File: config.mk
export PLATFORM = sky130hd
export DESIGN_NAME = fir_seq_ctrl
export DESIGN_NICKNAME = d
export VERILOG_FILES = /design/src/rtl/fir_seq_pkg.sv /design/src/rtl/fir_coef_table.sv /design/src/rtl/fir_seq_ctrl.sv
export SDC_FILE = /design/constraint.sdc
export NUM_CORES = 1
export LEC_CHECK = 0
export CORE_MARGIN = 2
export CORE_UTILIZATION = 45
export CTS_CLUSTER_DIAMETER = 80
export DETAILED_ROUTE_END_ITERATION = 10
export PLACE_DENSITY_LB_ADDON = 0.05
export SYNTH_ARGS = -nofsm -noshare
export SYNTH_HDL_FRONTEND = slang
export SYNTH_SLANG_ARGS = --single-unit
File: constraint.sdc
create_clock -name clk -period 2.2 [get_ports clk]
set_input_delay 0.44 -clock clk [delete_from_list [all_inputs] [get_ports clk]]
set_output_delay 0.44 -clock clk [all_outputs]
set_load 0.005 [all_outputs]
File: src/rtl/fir_seq_pkg.sv
// rtl/fir_seq_pkg.sv - shared state encoding and width helper for the FIR sequencer
package fir_seq_pkg;

    typedef enum logic [2:0] {
        IDLE,
        LOAD,
        READY,
        BUSY,
        CAPT
    } state_t;

    // Bits needed to index n distinct values; never narrower than one bit
    function automatic int width_for(input int n);
        return (n > 1) ? $clog2(n) : 1;
    endfunction

endpackage

File: src/rtl/fir_coef_table.sv
// rtl/fir_coef_table.sv - ORDER x COEF_WIDTH coefficient register file
module fir_coef_table
    import fir_seq_pkg::*;
#(
    parameter int ORDER      = 6,
    parameter int COEF_WIDTH = 8
) (
    input  logic                         clk,
    input  logic                         rst_n,
    input  logic                         wr_en,
    input  logic [width_for(ORDER)-1:0]  wr_addr,
    input  logic [COEF_WIDTH-1:0]        wr_data,
    input  logic [width_for(ORDER)-1:0]  rd_addr,
    output logic [COEF_WIDTH-1:0]        rd_data
);

    localparam int ADDR_W = width_for(ORDER);
    // One extra bit so ORDER itself is representable when ORDER is a power of two
    localparam logic [ADDR_W:0] ORDER_L = ORDER[ADDR_W:0];

    logic [COEF_WIDTH-1:0] mem [ORDER];
    logic                  wr_in_range;
    logic                  rd_in_range;

    assign wr_in_range = ({1'b0, wr_addr} < ORDER_L);
    assign rd_in_range = ({1'b0, rd_addr} < ORDER_L);

    // Write port: out-of-range addresses are dropped
    always_ff @(posedge clk or negedge rst_n) begin
        if (!rst_n) begin
            for (int i = 0; i < ORDER; i++) begin
                mem[i] <= '0;
            end
        end else if (wr_en && wr_in_range) begin
            mem[wr_addr] <= wr_data;
        end
    end

    // Read port: out-of-range addresses read as zero
    always_comb begin
        rd_data = '0;
        if (rd_in_range) begin
            rd_data = mem[rd_addr];
        end
    end

endmodule

File: src/rtl/fir_seq_ctrl.sv
// rtl/fir_seq_ctrl.sv - coefficient loader, sample sequencer and result buffer for fir_seq
module fir_seq_ctrl
    import fir_seq_pkg::*;
#(
    parameter int DATA_IN_WIDTH  = 8,
    parameter int COEF_WIDTH     = 8,
    parameter int DATA_OUT_WIDTH = 18,
    parameter int ORDER          = 6,
    parameter int CNT_WIDTH      = 16
) (
    input  logic                         clk,
    input  logic                         rst_n,
    input  logic                         coef_wr_en,
    input  logic [width_for(ORDER)-1:0]  coef_wr_addr,
    input  logic [COEF_WIDTH-1:0]        coef_wr_data,
    input  logic                         cfg_go,
    output logic                         cfg_busy,
    output logic                         coef_loaded,
    input  logic                         s_valid,
    output logic                         s_ready,
    input  logic [DATA_IN_WIDTH-1:0]     s_data,
    output logic                         m_valid,
    input  logic                         m_ready,
    output logic [DATA_OUT_WIDTH-1:0]    m_data,
    output logic [CNT_WIDTH-1:0]         sample_cnt,
    output logic                         fir_coef_shift_en,
    output logic [COEF_WIDTH-1:0]        fir_coef_in,
    output logic                         fir_run,
    output logic [DATA_IN_WIDTH-1:0]     fir_data_in,
    input  logic [DATA_OUT_WIDTH-1:0]    fir_data_out
);

    localparam int ADDR_W = width_for(ORDER);
    localparam int DCNT_W = width_for(ORDER + 1);
    localparam logic [ADDR_W-1:0] LAST_IDX  = ADDR_W'(ORDER - 1);
    localparam logic [DCNT_W-1:0] ORDER_CNT = DCNT_W'(ORDER);
    localparam logic [DCNT_W-1:0] DCNT_ONE  = DCNT_W'(1);

    state_t              state;
    logic [ADDR_W-1:0]   load_idx;
    logic [DCNT_W-1:0]   dcnt;
    logic                go_pend;
    logic                ready_q;
    logic [ADDR_W-1:0]   tbl_rd_addr;
    logic [COEF_WIDTH-1:0] tbl_rd_data;
    logic                tbl_wr_en;
    logic                buf_free;

    // A simultaneous cfg_go must never see a sample handshake, so it gates ready directly
    assign s_ready   = ready_q && !cfg_go;
    assign buf_free  = !m_valid || m_ready;
    assign tbl_wr_en = coef_wr_en && (state != LOAD);

    // Table is read one entry ahead of the shift so fir_coef_in can be registered
    always_comb begin
        tbl_rd_addr = '0;
        if (state == LOAD) begin
            tbl_rd_addr = load_idx + 1'b1;
        end
    end

    fir_coef_table #(
        .ORDER      (ORDER),
        .COEF_WIDTH (COEF_WIDTH)
    ) u_table (
        .clk     (clk),
        .rst_n   (rst_n),
        .wr_en   (tbl_wr_en),
        .wr_addr (coef_wr_addr),
        .wr_data (coef_wr_data),
        .rd_addr (tbl_rd_addr),
        .rd_data (tbl_rd_data)
    );

    // Sequencer FSM with registered FIR-side controls and the one-entry result buffer
    always_ff @(posedge clk or negedge rst_n) begin
        if (!rst_n) begin
            state             <= IDLE;
            load_idx          <= '0;
            dcnt              <= '0;
            go_pend           <= 1'b0;
            ready_q           <= 1'b0;
            cfg_busy          <= 1'b0;
            coef_loaded       <= 1'b0;
            m_valid           <= 1'b0;
            m_data            <= '0;
            sample_cnt        <= '0;
            fir_coef_shift_en <= 1'b0;
            fir_coef_in       <= '0;
            fir_run           <= 1'b0;
            fir_data_in       <= '0;
        end else begin
            fir_run <= 1'b0;
            if (m_valid && m_ready) begin
                m_valid <= 1'b0;
            end

            case (state)
                IDLE: begin
                    if (cfg_go) begin
                        state             <= LOAD;
                        load_idx          <= '0;
                        cfg_busy          <= 1'b1;
                        fir_coef_shift_en <= 1'b1;
                        fir_coef_in       <= tbl_rd_data;
                    end
                end

                LOAD: begin
                    if (load_idx == LAST_IDX) begin
                        state             <= READY;
                        cfg_busy          <= 1'b0;
                        coef_loaded       <= 1'b1;
                        ready_q           <= 1'b1;
                        fir_coef_shift_en <= 1'b0;
                        fir_coef_in       <= '0;
                    end else begin
                        load_idx    <= load_idx + 1'b1;
                        fir_coef_in <= tbl_rd_data;
                    end
                end

                READY: begin
                    if (cfg_go) begin
                        state             <= LOAD;
                        load_idx          <= '0;
                        ready_q           <= 1'b0;
                        cfg_busy          <= 1'b1;
                        fir_coef_shift_en <= 1'b1;
                        fir_coef_in       <= tbl_rd_data;
                    end else if (s_valid && s_ready) begin
                        state       <= BUSY;
                        ready_q     <= 1'b0;
                        fir_run     <= 1'b1;
                        fir_data_in <= s_data;
                        dcnt        <= ORDER_CNT;
                    end
                end

                BUSY: begin
                    if (cfg_go) begin
                        go_pend <= 1'b1;
                    end
                    dcnt <= dcnt - 1'b1;
                    if (dcnt == DCNT_ONE) begin
                        state <= CAPT;
                    end
                end

                CAPT: begin
                    if (buf_free) begin
                        m_data     <= fir_data_out;
                        m_valid    <= 1'b1;
                        sample_cnt <= sample_cnt + 1'b1;
                        if (cfg_go || go_pend) begin
                            state             <= LOAD;
                            go_pend           <= 1'b0;
                            load_idx          <= '0;
                            cfg_busy          <= 1'b1;
                            fir_coef_shift_en <= 1'b1;
                            fir_coef_in       <= tbl_rd_data;
                        end else begin
                            state   <= READY;
                            ready_q <= 1'b1;
                        end
                    end else if (cfg_go) begin
                        go_pend <= 1'b1;
                    end
                end

                default: begin
                    state <= IDLE;
                end
            endcase
        end
    end

endmodule

* Word level (Yosys, flattened, before mapping)
Cells that the tools add are included. Widths: inputs -> output; s select.
Word-level totals: register bits 113, input port bits 43, output and inout bits 56, word-level logic and storage cells 125
Operators by class: add/sub/neg operators 3, $lt $le $gt $ge 5, eq/ne operators 19, muxes and demuxes 50, bitwise operators 3, reduce and logical (&&, ||, !) cells 26
Operator list (count):
- $mux 8 | 8
- $bwmux 48 | 1
- $mux 3 | 13
- $bmux 8 s3 | 1
- $demux 8 s3 | 1
- $pmux 8 s3 | 1
- $reduce_and 5->1 | 4
- $mux 1 | 18
- $add 16x1->16 const B | 1
- $ne 2x2->1 const B | 8
- $pmux 3 s5 | 1
- $pmux 3 s3 | 1
- $ge 4x4->1 const B | 2
- $not 3->4 | 2
- $eq 3x1->1 const B | 2
- $eq 3x2->1 const B | 2
- $eq 3x3->1 const B | 2
- $logic_and 1x1->1 | 6
- $lt 3x3->1 const B | 2
- $ne 3x3->1 const B | 2
- $pmux 1 s3 | 2
- $pmux 3 s2 | 1
- $reduce_and 2->1 | 3
- $reduce_and 3->1 | 2
- other kinds (15) | 20

* Depth between registers and ports, before layout
Gate-level depths: netlist (run 1).
depth after elaboration 10, mapped depth 7, mapped depth without buffers 6

* Cells and area by module
A second synthesis (run 1) with hierarchy kept.
Unflattened totals: cell total of the unflattened synthesis 444, area, all modules 5191.2 um^2
By module, submodules not included:
- fir_seq_ctrl | times used 1, cells each 290, area each 2916.5 um^2, sequential area each 1626.6 um^2
- fir_coef_table | times used 1, cells each 154, area each 2274.7 um^2, sequential area each 1201.2 um^2

* Least setup slack after synthesis (run 1)
OpenSTA, ideal clock, no wires.
path kind reg2reg, start point register state[1], end point register load_idx[1], setup time 0.127 ns, arrival time 1.881 ns, data required time 2.073 ns, slack 0.192 ns, stages on the path, launching flop included 7, path buffers 2, clock period less this slack 2.008 ns, cells stage by stage dfrtp_1 -> buf_2 -> or3b_4 -> or3_4 -> a21boi_4 -> buf_6 -> mux2_1
On the way: word-level cells in the longest chain between the ends 4, elaborated cells on any way between the ends 12, those cells by class eq/ne: 7; mux: 1; reduce/logical: 4
Ends and longest elaborated chain:
- start: declaration | RTL line fir_seq_ctrl.sv:39 | state_t state;
- start signal: assignment | RTL line fir_seq_ctrl.sv:78 | state <= IDLE;
- start signal: assignment | RTL line fir_seq_ctrl.sv:101 | state <= LOAD;
- start signal: assignment | RTL line fir_seq_ctrl.sv:111 | state <= READY;
- $eq 3x2->1 / $logic_not 3->1 (equally long branches) | RTL line fir_seq_ctrl.sv:98 | case (state)
- $reduce_or 2->1 (no line)
- $ne 2x1->1 (no line) / $reduce_bool 3->1 (equally long branches)
- $reduce_and 5->1 (no line)
- end signal: assignment | RTL line fir_seq_ctrl.sv:118 | load_idx <= load_idx + 1'b1;
- end: declaration | RTL line fir_seq_ctrl.sv:40 | logic [ADDR_W-1:0] load_idx;
Several ways; a longest one is shown, not always the timed one. A chain may end at the register's enable or synchronous reset.

* Worst setup path after layout (run 1)
start point input port cfg_go, end point output port s_ready
On the way: word-level cells in the longest chain between the ends 2
Ends and longest elaborated chain:
- start: declaration | RTL line fir_seq_ctrl.sv:16 | input logic cfg_go,
- $logic_not 1->1 | RTL line fir_seq_ctrl.sv:50 | assign s_ready = ready_q && !cfg_go;
- $logic_and 1x1->1 | RTL line fir_seq_ctrl.sv:50
- end: declaration | RTL line fir_seq_ctrl.sv:20 | output logic s_ready,
No other way between the ends.

==> results of run 1 <==
==> worst max-delay path, delay by kind of cell <==
family        cells  cell delay [ns]
simple gates      1             0.17
buf+inv           2             0.99
==> synthesized netlist by cell type (4+ instances only) <==
master and count:
nand4_1 5, o21ai_0 9, a32o_1 9, nand3_1 10, xnor2_1 12, a21oi_1 7, mux2_2 70, nand2b_1 13
o211ai_1 7, nand2_1 53, inv_1 6, clkbuf_1 10, nor2b_1 6, or3_1 7, o221ai_1 8, buf_2 7
nor4_1 7, xor2_1 5, buf_1 4, dfrtp_1 113, ha_1 5, nor2_1 9, mux2i_1 15, and2_1 4
==> layer usage <==
| metal | routed length (um) | global-route usage | vias to the layer above | share of wire |
|---|---|---|---|---|
| met1 | 5350 | 0.262 | 1938 | 0.45 |
| met3 | 538 | 0.0508 | 14 | 0.045 |
| met2 | 5920 | 0.339 | 85 | 0.49 |
| li1 | - | - | 1819 | - |
| met4 | 206 | 0.0919 | 0 | 0.017 |
| met5 | 0 | 0 | - | 0 |
==> how the worst max path moves through the flow <==
stage                      from        endpoint  depth (start not counted)
floorplan              state[1]     load_idx[1]                          6
global placement         cfg_go        state[0]                          6
detailed placement       cfg_go        state[0]                          6
CTS                 load_idx[0]  fir_coef_in[5]                          5
global route           state[2]  fir_coef_in[2]                          4
finish                   cfg_go         s_ready                          3
==> per-stage QoR <==
step / util / hold slack (ns)
2_1_floorplan: - / 0.144
3_3_place_gp: 0.581 / 0.458
3_5_place_dp: 0.581 / 0.463
4_1_cts: 0.627 / 0.0337
5_1_grt: 0.628 / 0.0602
6_report: 0.628 / 0.0270
==> power groups by stage <==
stage	combinational, mW	clock (mW)	sequential [mW]
2_1_floorplan	2.33	0	3.37
3_3_place_gp	3.63	0	3.46
4_1_cts	3.75	2.45	3.47
3_5_place_dp	3.74	0	3.50
6_report	3.72	2.40	3.47
5_1_grt	4.09	2.55	3.61
==> kinds of logic (layout without fill, tap and decap cells) <==
family,count (synthesis),count (layout)
AND/OR/NAND/NOR,132,132
flip-flops,113,113
multiplexers,86,86
AO/OA/AOI/OAI,52,52
buffers and inverters,32,168
XOR/XNOR,17,17
adder cells (fa/ha/maj),5,5
==> final cells by class <==
| type | count | area [sq um] | share of cell area |
|---|---|---|---|
| well taps | 143 | 179 | 0.0250 |
| clock buffers | 23 | 488 | 0.0681 |
| clock inverters | 7 | 35.0 | 0.00489 |
| repair buffers | 131 | 1300 | 0.182 |
| inverters | 7 | 26.3 | 0.00367 |
| multi-input cells | 292 | 2310 | 0.322 |
| flip-flops and latches | 113 | 2830 | 0.395 |
==> state kept, by name, indices dropped and copies added (netlist names) <==
register           flops
m_valid                1
fir_run                1
coef_loaded            1
fir_coef_shift_en      1
go_pend                1
ready_q                1
state                  3
sample_cnt            16
load_idx               3
fir_data_in            8
fir_coef_in            8
m_data                18
u_table.mem           48
dcnt                   3
==> layout by cell type, fill, tap and decap left out, types with 8 or more instances in the layout <==
master           synthesis  routed
nand3_1                 10      10
mux2i_1                 15      15
xnor2_1                 12      12
nor2_1                   9       9
o21ai_0                  9       9
nand2b_1                13      13
clkdlybuf4s50_1          0      97
a32o_1                   9       9
dfrtp_1                113     113
o221ai_1                 8       8
buf_4                    2      28
mux2_2                  70      70
nand2_1                 53      53
clkbuf_16                0      17
==> timing repair <==
item / CTS / global route
resized for setup: 0 / 1
hold buffers: 0 / 0
endpoints found under the setup margin: 0 / 2
buffers inserted: 0 / 0
==> flow_metrics.env, run 1 <==
export IMPL_gp_congestion=0.779
export IMPL_fmax_mhz=490
export IMPL_hold_violations=0
export IMPL_dr_pass1_iters=4
export IMPL_hold_path_class="in -> async"
export IMPL_syn_avg_cell_area_sq_um=12.1
export IMPL_yosysSeqAreaShare=0.535
export IMPL_fp_coreArea_sq_mm=0.0114
export IMPL_switching_share=0.313
export IMPL_finalCritPeriodShare=0.927
export IMPL_cts_tree="done"
export IMPL_synth_fa_ha_area_frac=0.0118
export IMPL_dpl_instance_area_sq_mm=0.00664
export IMPL_clk_path_buf_depth=2
export IMPL_detail_route_antenna_nets=0
export IMPL_worst_slew_pin_slew_ns=0.585
export IMPL_ff2ff_setup_slack_ns=0.17
export IMPL_rows=39
export IMPL_skew_ns=0.00644
export IMPL_synth_top_area_share=0.535
export IMPL_power_leakage_nw=3.11
export IMPL_drv_cap=0
export IMPL_totalWireLength_um=12000
export IMPL_grt_max_degree=42
export IMPL_synthCells=437
export IMPL_setup_viol=0
export IMPL_crit_path_end_kind="primary output"
export IMPL_grt_usage=0.207
export IMPL_max_stage_delay_ns=0.52
export IMPL_vdd_drop_max_mv=0.781
export IMPL_cp_slowest_cell="clkdlybuf4s50_1"
export IMPL_grt_setup_unrepaired="no"
export IMPL_htree_num_levels=4
export IMPL_timing_rr_start="state[1]"
export IMPL_final_net_count=610
export IMPL_yosys_warnings=0
export IMPL_crit_top_cell="clkdlybuf4s50_1"
export IMPL_synth_edf_count=0
export IMPL_synth_largest_area_cell="dfrtp_1"
export IMPL_status="completed"
export IMPL_power_total_mw=9.60
export IMPL_die_h_um=112
export IMPL_tritoncts_num_buffers=17
export IMPL_die_x_um=112
export IMPL_port_buffers=98
export IMPL_comb_power_share=0.388
export IMPL_synth_mux_area_frac=0.180
export IMPL_vias=3856
export IMPL_synth_area_leaders="dfrtp_1, mux2_2, nand2_1"
export IMPL_start_util=0.463
export IMPL_area_growth_pct=35.6
export IMPL_fill_cells=935
export IMPL_slew_viol_final=0
export IMPL_clk_latency_ns=0.41
export IMPL_worst_slack_ns=0.161
export IMPL_synth_simple_gate_area_frac=0.141
export IMPL_worst_ep_required_time_ns=1.76
export IMPL_worst_r2r_cell_count=4
export IMPL_dieArea_sq_mm=0.0126
export IMPL_io_pins=99
export IMPL_cp_max_fo=4
export IMPL_p_int_mw=6.59
export IMPL_startpoint_type="input port"
export IMPL_yosys_register_bits=113
export IMPL_overflow=0
export IMPL_ys_types=52
export IMPL_antennaDiodeCount=0
export IMPL_instances_no_fill=716
export IMPL_ctsRootBufferMaster="clkbuf_16"
export IMPL_antenna_found_initial=0
export IMPL_fin_area_sq_mm=0.00717
export IMPL_grt_pass1_vias=4123
export IMPL_crit_chain="clkdlybuf4s50_1 > nor2b_1 > clkdlybuf4s50_1"
export IMPL_syn_nets=485
export IMPL_hpwl_um=8300
export IMPL_seq_power_share=0.362
export IMPL_pre_cts_ws_ns=0.0685
export IMPL_synth_main_ff_cell="dfrtp_1"
export IMPL_clock_power_share=0.250
export IMPL_drt_iter0_drc=185
export IMPL_arrival_ns=1.60
export IMPL_criticalPathCategory="in -> out"
export IMPL_synth_compound_area_frac=0.0758
export IMPL_clk_pin_slew_ns=0.05
export IMPL_vias_per_cell=5.39
export IMPL_netlist_area_sq_mm=0.00528
export IMPL_grt_first_pass_wirelength_um=20500
export IMPL_drive_above_1_share=0.244
export IMPL_dpl_cell_count=686
export IMPL_power_density_mw_per_mm2=1340
export IMPL_drc_errors=0
export IMPL_wl_per_cell_um=16.8
export IMPL_finalSetupTns_ns=0
export IMPL_p_switching_mw=3.01
export IMPL_period_needed_ns=2.04
export IMPL_clkSinkCount=113
export IMPL_reg2reg_to="fir_coef_in[6]"
export IMPL_synth_top_family_by_area="multiplexers"
export IMPL_synthArstFlopShare=1.00
export IMPL_synth_xor_area_share=0.0282
export IMPL_timing_slew_headroom=0.610
Note: power is estimated with default switching activity, not from simulation.
==> run 2: changes to the inputs <==
--- a/config.mk
+++ b/config.mk
@@ -6,10 +6,11 @@
 export NUM_CORES = 1
 export LEC_CHECK = 0
 export CORE_MARGIN = 2
-export CORE_UTILIZATION = 45
+export CORE_UTILIZATION = 47
 export CTS_CLUSTER_DIAMETER = 80
 export DETAILED_ROUTE_END_ITERATION = 10
 export PLACE_DENSITY_LB_ADDON = 0.05
 export SYNTH_ARGS = -nofsm -noshare
 export SYNTH_HDL_FRONTEND = slang
+export SYNTH_HIERARCHICAL = 1
 export SYNTH_SLANG_ARGS = --single-unit
==> run 2 against run 1 <==
Compared with the run above:
- register-to-register slack better by 0.04 ns
- power down 9.1%
- critical path depth fell by 1
- via count decreased by 2.9%
- clock power rose by 9.2%
- largest power group is now sequential cells
- combinational power down 20%
- flip-flop and latch count did not move
- setup slack got worse by 0.071 ns
- critical path type is now reg -> out
- utilization grew 3.0 points
- synthesized cell count increased by 1.6%
- die area fell by 5.7%
- design area shrank 0.98%
==> flow_metrics.env, run 2 <==
export IMPL_status="completed"
export IMPL_slew_viol_final=0
export IMPL_yosysSeqAreaShare=0.545
export IMPL_synth_simple_gate_area_frac=0.162
export IMPL_finalCritPeriodShare=0.959
export IMPL_detail_route_antenna_nets=0
export IMPL_use_met1=0.253
export IMPL_synthArstFlopShare=1.00
export IMPL_power_density_mw_per_mm2=1230
export IMPL_comb_power_share=0.340
export IMPL_rows=38
export IMPL_power_leakage_nw=3.22
export IMPL_syn_avg_cell_area_sq_um=11.7
export IMPL_clkSinkCount=113
export IMPL_clock_power_share=0.301
export IMPL_totalWireLength_um=11300
export IMPL_synth_mux_area_frac=0.168
export IMPL_worst_slack_ns=0.0898
export IMPL_yosys_register_bits=113
export IMPL_grt_max_degree=65
export IMPL_synth_area_leaders="dfrtp_1, mux2_2, nand2_1"
export IMPL_grt_busiest_layer="met2"
export IMPL_hold_path_class="in -> async"
export IMPL_port_buffers=98
export IMPL_ctsRootBufferMaster="clkbuf_8"
export IMPL_synth_top_family_by_area="multiplexers"
export IMPL_pre_cts_ws_ns=0.127
export IMPL_grt_setup_unrepaired="no"
export IMPL_cp_slowest_cell="clkdlybuf4s50_1"
export IMPL_die_h_um=109
export IMPL_synthCells=444
export IMPL_area_growth_pct=36.7
export IMPL_netlist_area_sq_mm=0.00519
export IMPL_period_needed_ns=2.11
export IMPL_final_cell_mix="dfrtp_1, clkdlybuf4s50_1, nand2_1"
export IMPL_synth_edf_count=0
export IMPL_p_int_mw=6.11
export IMPL_crit_chain="nor2b_1 > clkdlybuf4s50_1"
export IMPL_clk_latency_ns=0.51
export IMPL_vias=3746
export IMPL_yosys_warnings=6
export IMPL_hold_violations=0
export IMPL_drive_above_1_share=0.228
export IMPL_criticalPathCategory="reg -> out"
export IMPL_critPathTopFamily="buffers and inverters"
export IMPL_top_regs="u_table/mem x48, m_data x18, sample_cnt x16"
export IMPL_clk_pin_slew_ns=0.05
export IMPL_fp_coreArea_sq_mm=0.0108
export IMPL_drc_errors=0
export IMPL_antenna_found_initial=0
export IMPL_ys_types=48
export IMPL_vias_per_cell=5.22
export IMPL_grt_util_met2=0.344
export IMPL_synth_fa_ha_area_frac=0.0121
export IMPL_syn_nets=492
export IMPL_dr_pass1_iters=4
export IMPL_synth_commonest_cells="dfrtp_1, nand2_1, mux2_2, o21ai_0, mux2i_1"
export IMPL_grt_first_pass_wirelength_um=18500
export IMPL_htree_num_levels=4
export IMPL_skew_ns=0.00963
export IMPL_antennaDiodeCount=0
export IMPL_largest_register="u_table/mem"
export IMPL_synth_main_ff_cell="dfrtp_1"
export IMPL_instances_no_fill=718
export IMPL_dpl_cell_count=685
export IMPL_seq_power_share=0.359
export IMPL_start_util=0.481
export IMPL_finalSetupTns_ns=0
export IMPL_cts_setup_buffers=0
export IMPL_critPathBufInv=1
export IMPL_yosysMostFrequentCell="dfrtp_1"
export IMPL_clk_path_buf_depth=2
export IMPL_arrival_ns=1.67
export IMPL_tritoncts_num_buffers=17
export IMPL_vdd_drop_max_mv=0.647
export IMPL_cp_max_fo=3
export IMPL_power_total_mw=8.73
export IMPL_final_common_cell="dfrtp_1"
export IMPL_drt_iter0_drc=151
export IMPL_worst_ep_required_time_ns=1.76
export IMPL_die_x_um=109
export IMPL_setup_viol=0
export IMPL_max_stage_delay_ns=0.55
export IMPL_grt_usage=0.207
export IMPL_timing_slew_headroom=0.613
export IMPL_synth_top_area_share=0.545
export IMPL_overflow=0
export IMPL_p_switching_mw=2.62
export IMPL_use_met3=0.0646
export IMPL_synth_xor_area_share=0.0287
export IMPL_largest_reg_flops=48
export IMPL_final_net_count=613
export IMPL_wl_per_cell_um=15.8
export IMPL_cts_tree="done"
export IMPL_crit_path_end_kind="primary output"
export IMPL_synth_largest_area_cell="dfrtp_1"
export IMPL_fin_util=0.657
export IMPL_switching_share=0.300
export IMPL_worst_slew_pin_slew_ns=0.580
export IMPL_hpwl_um=8120
export IMPL_io_pins=99
export IMPL_dieArea_sq_mm=0.0119
export IMPL_startpoint_type="flip-flop"
export IMPL_grt_pass1_vias=3758
export IMPL_drv_cap=0
export IMPL_fmax_mhz=474
export IMPL_gp_congestion=0.836
export IMPL_synth_compound_area_frac=0.0583
-- run 2: worst register-to-register path, stage by stage, from the launching register on --
cell      delay, ns
dfrtp_1        0.38
or3b_4         0.45
nor2_2         0.17
buf_12         0.19
nand2b_1       0.15
buf_4          0.14
o32a_1         0.15
o21ai_0        0.10
nand2_1        0.07
o21ai_0        0.07
-- run 2: power groups by stage --
stage	logic (mW)	registers (mW)	clock network [mW]
floorplan	1.88	3.08	0
global placement	2.90	3.14	0
global route	3.30	3.21	2.79
detailed placement	2.99	3.15	0
finish	2.97	3.13	2.62
CTS	3.01	3.14	2.68
-- run 2: per-stage QoR --
| step | cell area, sq um | hold slack [ns] |
|---|---|---|
| final | 7100 | 0.404 |
| after CTS | 7090 | 0.390 |
| after global routing | 7100 | 0.422 |
| after global placement | 6500 | 0.396 |
| after floorplan | 5190 | 0.144 |
| after detailed placement | 6500 | 0.397 |
-- run 2: cells by family after synthesis --
| kind of cell | count (synthesis) |
|---|---|
| adder cells (fa/ha/maj) | 5 |
| AND/OR/NAND/NOR | 155 |
| XOR/XNOR | 17 |
| buffers and inverters | 27 |
| flip-flops | 113 |
| AO/OA/AOI/OAI | 47 |
| multiplexers | 80 |
-- run 2: cell type report --
class | instances | area (sq um)
clock inverters | 10 | 108
repair buffers | 124 | 1260
fillers | 880 | 3700
multi-input cells | 304 | 2230
flip-flops and latches | 113 | 2830
well taps | 140 | 175
inverters | 5 | 18.8
clock buffers | 22 | 473
-- run 2: final timing paths --
check                                startpoint               to  slack [ns]  depth (start not counted)
max in group asynchronous                 rst_n  u_table/mem[16]        1.14                          3
min in group clk                fir_data_out[8]        m_data[8]        0.46                          3
worst max-delay path                    ready_q          s_ready        0.09                          2
worst min-delay path                      rst_n       m_data[10]        0.40                          2
worst min register to register   sample_cnt[15]   sample_cnt[15]        0.47                          1
worst max register to register         state[2]   fir_coef_in[7]        0.21                          9
-- run 2: per-layer routing --
layer | share of wire | up-vias
li1 | - | 1777
met1 | 0.44 | 1865
met2 | 0.49 | 89
met3 | 0.049 | 15
met4 | 0.016 | 0
met5 | 0 | -
-- run 2: repair_timing --
| item | CTS | global route |
|---|---|---|
| endpoints found under the setup margin | 0 | 1 |
| gates resized for setup | 0 | 1 |
| hold buffers | 1 | 0 |
| hold endpoints to repair | 26 | 0 |
==> run 3: changes to the inputs <==
--- a/config.mk
+++ b/config.mk
@@ -9,7 +9,7 @@
 export CORE_UTILIZATION = 47
 export CTS_CLUSTER_DIAMETER = 80
 export DETAILED_ROUTE_END_ITERATION = 10
-export PLACE_DENSITY_LB_ADDON = 0.05
+export PLACE_DENSITY = 0.85
 export SYNTH_ARGS = -nofsm -noshare
 export SYNTH_HDL_FRONTEND = slang
 export SYNTH_HIERARCHICAL = 1
==> run 3 against run 2 <==
Compared with the run above:
- largest cell class unchanged
- design area decreased by 1.5%
- combinational power about the same
- global-route usage increased by 1.3 points
- first-iteration DRC count increased by 69%
- clock-buffer cell count decreased by 5
- flip-flop and latch count unchanged
- routed wire length increased by 7.2%
- non-clock buffer count decreased by 6
- power about the same
- worst hold slack got worse by 0.051 ns
- sequential share of layout area increased by 0.59 points
- fmax increased by 1.6%
- largest power group unchanged
==> flow_metrics.env, run 3 (synthesis gave the netlist of run 2 again) <==
export IMPL_dieArea_sq_mm=0.0119
export IMPL_timing_slew_headroom=0.593
export IMPL_area_growth_pct=34.7
export IMPL_hold_path_class="in -> async"
export IMPL_final_common_cell="dfrtp_1"
export IMPL_detail_route_antenna_nets=0
export IMPL_drive_above_1_share=0.224
export IMPL_fp_coreArea_sq_mm=0.0108
export IMPL_hold_violations=0
export IMPL_totalWireLength_um=12100
export IMPL_grt_usage=0.220
export IMPL_clk_path_buf_depth=2
export IMPL_clk_pin_slew_ns=0.06
export IMPL_status="completed"
export IMPL_antennaDiodeCount=0
export IMPL_vias_per_cell=5.41
export IMPL_fmax_mhz=482
export IMPL_cp_max_fo=3
export IMPL_power_total_mw=8.73
export IMPL_io_pins=99
export IMPL_grt_max_degree=67
export IMPL_ff2ff_setup_slack_ns=0.13
export IMPL_power_leakage_nw=3.16
export IMPL_fin_area_sq_mm=0.00699
export IMPL_grt_pass1_vias=4041
export IMPL_start_util=0.481
export IMPL_period_needed_ns=2.08
export IMPL_reg2reg_to="fir_coef_in[0]"
export IMPL_power_density_mw_per_mm2=1250
export IMPL_ctsRootBufferMaster="clkbuf_8"
export IMPL_finalCritPeriodShare=0.944
export IMPL_drc_errors=0
export IMPL_final_net_count=607
export IMPL_wl_per_cell_um=17.0
export IMPL_antenna_found_initial=0
export IMPL_worst_slew_pin_slew_ns=0.610
export IMPL_cts_tree="done"
export IMPL_dr_pass1_iters=4
export IMPL_vdd_drop_max_mv=0.620
export IMPL_drv_cap=0
export IMPL_setup_viol=0
export IMPL_timing_rr_start="state[2]"
export IMPL_clk_latency_ns=0.53
export IMPL_largest_register="u_table/mem"
export IMPL_clkSinkCount=113
export IMPL_skew_ns=0.00854
export IMPL_rows=38
export IMPL_hpwl_um=8320
export IMPL_top_regs="u_table/mem x48, m_data x18, sample_cnt x16"
export IMPL_slew_viol_final=0
export IMPL_die_x_um=109
export IMPL_worst_ep_required_time_ns=1.76
export IMPL_vias=3849
export IMPL_gp_congestion=0.845
export IMPL_worst_r2r_cell_count=8
export IMPL_overflow=0
export IMPL_dpl_instance_area_sq_mm=0.00639
export IMPL_tritoncts_num_buffers=17
export IMPL_arrival_ns=1.64
export IMPL_crit_path_end_kind="primary output"
export IMPL_criticalPathCategory="reg -> out"
export IMPL_drt_iter0_drc=255
export IMPL_startpoint_type="flip-flop"
export IMPL_final_cell_mix="dfrtp_1, clkdlybuf4s50_1, nand2_1"
export IMPL_finalSetupTns_ns=0
export IMPL_htree_num_levels=4
export IMPL_die_h_um=109
export IMPL_grt_setup_unrepaired="no"
export IMPL_port_buffers=98
export IMPL_grt_first_pass_wirelength_um=20000
export IMPL_largest_reg_flops=48
## run 3: where the power goes
group	internal (mW)	total [mW]	switching (mW)
combinational	1.56	2.97	1.41
clock	1.62	2.62	1.00
sequential	2.75	3.14	0.392
total	5.93	8.73	2.80
## run 3: area by class of cell
class / instances / area [sq um]
Timing Repair Buffer: 118 / 1160
Inverter: 5 / 18.8
Multi-Input combinational cell: 304 / 2230
Fill cell: 763 / 3800
Sequential cell: 113 / 2830
Tap cell: 140 / 175
Clock buffer: 17 / 414
Clock inverter: 15 / 160
## run 3: what timing repair did
action / in CTS / in global routing
setup buffers: 0 / 0
hold buffers: 1 / 0
resized for setup: 0 / 5
hold endpoints to repair: 22 / 0
setup endpoints to repair: 0 / 8
## run 3: worst max path at each step
stage / startpoint / end / cells past startpoint
floorplan: state[2] / fir_coef_in[6] / 10
global placement: coef_wr_en / u_table/mem[43] / 5
detailed placement: coef_wr_en / u_table/mem[47] / 5
CTS: state[2] / fir_coef_in[4] / 8
global route: state[2] / fir_coef_in[1] / 8
finish: ready_q / s_ready / 2
## run 3: metal layers
layer,share of wire,GRT usage
met5,0,0
met2,0.50,0.359
met1,0.43,0.274
met3,0.049,0.0628
met4,0.028,0.0888
## run 3: stage by stage
| step | hold WS (ns) | util | setup WS, ns | instances |
|---|---|---|---|---|
| after global routing | 0.385 | 0.648 | 0.00658 | 712 |
| final | 0.354 | 0.648 | 0.124 | 712 |
| after floorplan | 0.144 | - | 0.00251 | 444 |
| after CTS | 0.355 | 0.647 | 0.0406 | 712 |
| after detailed placement | 0.363 | 0.593 | 0.0415 | 679 |
| after global placement | 0.356 | 0.593 | 0.0921 | 679 |
## run 3: worst max-delay path: stages (launching register included)
cell and delay [ns]:
dfrtp_1 0.36, nor2b_1 0.21, clkdlybuf4s50_1 0.54
